**src/rtl/operand_serial_tx.sv**
```systemverilog
// operand_serial_tx
// Serial transmitter for 8-bit operand words {a[3:0], b[3:0]}. One word is
// taken per valid/ready handshake and sent as an asynchronous frame:
// start bit (0), 8 data bits LSB first, optional even-parity bit, stop bit (1).
//
// Parameters:
//   CLKS_PER_BIT  clock cycles each serial bit is held on tx (1..255)
//   PARITY_EN     1 inserts an even-parity bit after data bit 7
//
// Ports:
//   clk      system clock, rising edge active
//   rst_n    asynchronous active-low reset; aborts any frame in progress
//   data_in  operand word {a,b}: data_in[7:4] = a, data_in[3:0] = b
//   valid    source has a word on data_in
//   ready    word can be accepted this cycle (state is IDLE)
//   tx       serial line, idles high (registered)
//   busy     frame in progress (inverse of ready)
//   done     one-cycle pulse during the last cycle of the stop bit (registered)
module operand_serial_tx #(
  parameter int CLKS_PER_BIT = 4,
  parameter int PARITY_EN    = 0
) (
  input  logic       clk,
  input  logic       rst_n,
  input  logic [7:0] data_in,
  input  logic       valid,
  output logic       ready,
  output logic       tx,
  output logic       busy,
  output logic       done
);

  typedef enum logic [2:0] {
    IDLE   = 3'd0,
    START  = 3'd1,
    DATA   = 3'd2,
    PARITY = 3'd3,
    STOP   = 3'd4
  } state_t;

  localparam logic [7:0] BAUD_LAST = 8'(CLKS_PER_BIT - 1);
  // Cycle before the last stop cycle; done is registered, so it is set here.
  // With CLKS_PER_BIT=1 every cycle is a bit boundary and this is never used.
  localparam logic [7:0] BAUD_PRE  = 8'(CLKS_PER_BIT - 2);
  localparam logic       ONE_CLK   = (CLKS_PER_BIT == 1);

  state_t     state;
  logic [7:0] shift;
  logic [2:0] idx;
  logic [7:0] baud;
  logic       bit_end;
  logic [2:0] idx_nx;

  assign bit_end = (baud == BAUD_LAST);
  assign idx_nx  = idx + 3'd1;
  assign ready   = (state == IDLE);
  assign busy    = ~ready;

  always_ff @(posedge clk or negedge rst_n) begin
    if (!rst_n) begin
      state <= IDLE;
      shift <= 8'd0;
      idx   <= 3'd0;
      baud  <= 8'd0;
      tx    <= 1'b1;
      done  <= 1'b0;
    end else begin
      done <= 1'b0;
      if (state != IDLE) begin
        baud <= bit_end ? 8'd0 : baud + 8'd1;
      end
      unique case (state)
        IDLE: begin
          if (valid) begin
            state <= START;
            shift <= data_in;
            idx   <= 3'd0;
            baud  <= 8'd0;
            tx    <= 1'b0;
          end
        end
        START: begin
          if (bit_end) begin
            state <= DATA;
            tx    <= shift[0];
          end
        end
        DATA: begin
          if (bit_end) begin
            // idx wraps 7 -> 0 on the way out, leaving it cleared for the next frame
            idx <= idx_nx;
            if (idx == 3'd7) begin
              if (PARITY_EN != 0) begin
                state <= PARITY;
                tx    <= ^shift;
              end else begin
                state <= STOP;
                tx    <= 1'b1;
                done  <= ONE_CLK;
              end
            end else begin
              tx <= shift[idx_nx];
            end
          end
        end
        PARITY: begin
          if (bit_end) begin
            state <= STOP;
            tx    <= 1'b1;
            done  <= ONE_CLK;
          end
        end
        STOP: begin
          if (bit_end) begin
            state <= IDLE;
            tx    <= 1'b1;
          end else if (baud == BAUD_PRE) begin
            done <= 1'b1;
          end
        end
        default: begin
          state <= IDLE;
          tx    <= 1'b1;
        end
      endcase
    end
  end

endmodule

```
**config.mk**
```make
export PLATFORM = sky130hd
export DESIGN_NAME = operand_serial_tx
export DESIGN_NICKNAME = d
export VERILOG_FILES = /design/src/rtl/operand_serial_tx.sv
export SDC_FILE = /design/constraint.sdc
export NUM_CORES = 1
export LEC_CHECK = 0
export CORE_MARGIN = 5
export CORE_UTILIZATION = 59
export DETAILED_ROUTE_END_ITERATION = 10
export PLACE_DENSITY = 0.83
export SLEW_MARGIN = 20
export SYNTH_ARGS = -nofsm -noshare
export SYNTH_HDL_FRONTEND = slang
export SYNTH_SLANG_ARGS = --single-unit
```
**constraint.sdc**
```tcl
create_clock -name clk -period 3.05 [get_ports clk]
set_input_delay 0.7625 -clock clk [delete_from_list [all_inputs] [get_ports clk]]
set_output_delay 0.7625 -clock clk [all_outputs]
set_load 0.01 [all_outputs]
```
Word-level counts from Yosys, hierarchy flattened:

Index checks and enable logic that the tools add are counted.

* word-level logic and storage cells: 57
* bits in registers: 24
* input port bits: 11
* output and inout port bits: 4

* eq/ne operators: 14
* $add $sub $neg: 2
* multiplexer cells: 25
* bitwise logic cells: 1
* reductions and logical operators: 8
* order comparisons: 1

Operator list (number)
* $mux W8: 4
* $mux W3: 8
* $eq A8 B2 Y1 const B: 2
* $pmux W3 S5: 1
* $ne A2 B2 Y1 const B: 6
* $mux W1: 9
* $add A8 B1 Y8 const B: 1
* $eq A3 B2 Y1 const B: 2
* $eq A3 B3 Y1 const B: 2
* $pmux W3 S2: 1
* $reduce_and A6 Y1: 1
* $lt A3 B4 Y1 const B: 1
* $pmux W1 S4: 1
* $reduce_and A4 Y1: 1
* $add A3 B1 Y3 const B: 1
* $bmux W1 S3: 1
* $eq A3 B1 Y1 const B: 1
* $logic_not A3 Y1: 1
* $reduce_and A3 Y1: 1
* $reduce_bool A3 Y1: 1
* $ne A2 B1 Y1 const B: 1
* $reduce_and A2 Y1: 1
* $reduce_bool A2 Y1: 1
* $reduce_or A2 Y1: 1
* $not A1 Y1: 1

Longest topological paths before layout:

* word-level depth: 6
* mapped depth: 7
* depth with buffers taken out: 6

Worst setup path before layout:

Ideal clock, no wire load.

* path kind: register to output
* start: register state[2]
* end: output ready
* stages on the path, launching flop included: 5
* arrival time: 1.151 ns
* path buffers: 2
* slack: 1.136 ns
* required time: 2.288 ns
* cell sequence: dfrtp_1 buf_2 or3_1 buf_2 inv_1

* cells in the longest elaborated chain, start to end: 1

RTL lines
* start: declaration: line 47 `state_t state;`
* start signal: assignment: line 61 `state <= IDLE;`
* start signal: assignment: line 75 `state <= START;`
* start signal: assignment: line 84 `state <= DATA;`
* $logic_not A3 Y1: line 56 `assign ready = (state == IDLE);`
* end: declaration: line 27 `output logic ready,`

No other way between the ends.

Worst setup path in the final report:

* start: register state[1]
* end: output ready

The elaborated chain is that of the path after synthesis.

==> out/metrics.cfg <==
[die]
rows=17
die_y_um=57.5
start_util_pct=60.8
io_pins=15
die_x_um=57.5
core_mm2=0.00219
die_area_mm2=0.00331

[clock_tree]
clock-sinks=24
cts_buffer_depth=2
cts_tree=built
root_buffer=clkbuf_4
postCtsSetupBuffers=0
ctsHoldBuffers=0
clock_latency_ns=0.31
cts_max_level=1
cts_resized=0
cts_buffers=3
cts.clk_slew.worst_paths_ns=0.13

[timing]
worst_pin_slew_ns=0.697
fmax_ghz=0.344
fin_skew_ns=0.00242
fin_crit_sh_pct=95.4
tns_ns=0
rsz0062_at_grt=false
finalSetupViolations=0
hold_viol=0
slew_violations=0
timing.final.ws_setup_ns=0.140
slew_headroom_pct=53.4
fin_crit_ns=2.91

[min_path]
hp-class=flop to flop
hold_end=shift[6]$_DFFE_PN0P_
hold_path_depth=1
hp-start=shift[6]$_DFFE_PN0P_

[placement]
port_buffers=14
place_inst=168
gp_congestion=0.870
dp_hpwl_mm=2.08
detailedPlace.worstSlack_ns=0.516

[synth]
synth_cells=128
synthMuxAreaShare_pct=12.4
ys_seq_area_share_pct=45.2
synth_fa_ha_area_share_pct=3.76
synth_ff_type=dfrtp_1
netlist_top_cells_area=dfrtp_1, mux2_2, ha_1, o21ai_0, inv_1
synth_area_leader_cell=dfrtp_1
avgSynthCellArea_um2=10.4
yosysMostFrequentCell=dfrtp_1
syn_nets=143
synth_top_family_by_area=simple AND/OR/NAND/NOR gates
yosys.area_share.simple_pct=18.8
synth_warnings=0
synthDistinctLibCells=40
synth_seq_cells=24
synth.cell_area_mm2=0.00133
synthXorXnorAreaFrac_pct=0
synth_enable_flop_cells=0
ys_top_cells_by_count=dfrtp_1, mux2_2, inv_1, nand2_1, o21ai_0
synth_compound_area_share_pct=15.7
yosys.area.top_type_share_pct=43.2
synthArstFlopShare_pct=100

[layout]
layoutNonFillerInstCount=172
area_delta_synth_final_pct=15.4
antenna_cells=0
multi_input_area_um2=674
register_area_um2=602
drive_above_1_share_pct=18.1
fin_nets=160
fillCellCount=173

[run]
max_cap_viol_count=0

[global_routing]
grt_overflow=0
first_global_vias=1098
track_usage_pct=18.3
grt_max_degree=16
grt_pass1_wl_mm=4.78
antenna_found_initial=0

[route]
vias_per_cell=6.20
drtIter0Drc=27
firstDrtPassIters=4
num_vias=1066
drt-total-wl_mm=2.75
post_drt_wl_per_cell_um=16.0
ant_nets=0
drc=0

[worst_setup_path]
rr_startpoint=baud[5]$_DFF_PN0_
crit_path_start_kind=flop
cp.arrival_ns=2.15
cp.required_ns=2.29
crit_path_end_kind=output pin
reg2reg_depth=4
crit_fanout=15
timing.rr.end=idx[0]$_DFFE_PN0P_
rrSetupSlack_ns=0.98
worstSetupPathType=flop to output pin

[power_and_ir_drop]
power.total_mw=1.38
powerDensity_mw_per_mm2=899
leakagePower_nw=0.660
ir_drop_v=0.000556

[run_status]
status=complete, no violations

==> per-layer routing <==
| metal | routed length, um | up-vias | global-route usage (%) |
|---|---|---|---|
| li1 | - | 501 | - |
| met3 | 161 | 2 | 3.39 |
| met5 | 0 | - | 0 |
| met4 | 10 | 0 | 5.63 |
| met1 | 1150 | 524 | 23.0 |
| met2 | 1430 | 39 | 31.8 |
==> report_power, final <==
group	internal (mW)	switching (mW)
Sequential	0.435	0.123
Combinational	0.329	0.322
Clock	0.0729	0.0992
==> per-stage QoR <==
stage	hold WS, ns	util, %	cell area (um2)
CTS	0.521	70.1	1540
floorplan	0.467	-	1330
global placement	0.485	68.5	1500
finish	0.520	70.1	1540
detailed placement	0.491	68.5	1500
global route	0.552	70.1	1540
==> logic make-up (layout without fill, tap and decap cells) <==
| group | count (synthesis) | count (layout) |
|---|---|---|
| compound gates | 30 | 30 |
| fa+ha+maj | 4 | 4 |
| buf+inv | 13 | 29 |
| flops | 24 | 24 |
| mux | 14 | 14 |
| simple gates | 43 | 43 |
==> registers in the layout, summed over array words and instances (netlist names) <==
name   cells
baud       8
shift      8
idx        3
state      3
done       1
tx         1
==> how the worst max path moves through the flow <==
stage	from	to	slack, ns	cells after the start
6_report	state[1]$_DFFE_PN0P_	ready	0.14	3
2_1_floorplan	state[2]$_DFFE_PN0P_	ready	1.14	4
3_5_place_dp	state[1]$_DFFE_PN0P_	ready	0.52	3
4_1_cts	state[1]$_DFFE_PN0P_	ready	0.15	3
3_3_place_gp	state[1]$_DFFE_PN0P_	ready	0.56	3
5_1_grt	state[1]$_DFFE_PN0P_	ready	0.06	3
==> layout by cell type (no fill, tap or decap), types with 2 or more instances in the layout <==
cell             instances
a31oi_1                  3
buf_4                    2
mux2_2                  10
nor2b_1                  2
ha_1                     4
nand2_1                  9
and3_1                   2
or2_2                    2
a21oi_1                  6
nor2_1                   7
clkdlybuf4s50_1         14
inv_1                    9
a2111oi_0                2
o21ai_0                  9
dfrtp_1                 23
nand3_1                  4
a22o_1                   3
nor4_1                   4
mux2i_1                  3
or3_1                    2
nand2b_1                 2
clkbuf_4                 3
==> final cells by class <==
class,instances,area share [%]
multi-input combinational,91,43.9
sequential,24,39.2
timing repair buffer,16,10.1
clock buffer,4,2.36
tap,28,2.28
inverter,9,2.20
==> worst max-delay path, stage by stage (launching register included) <==
cell and delay [ns]:
dfrtp_1 0.55, or3_1 0.56, inv_1 0.17, clkdlybuf4s50_1 0.55
(Power assumes the default switching activity.)
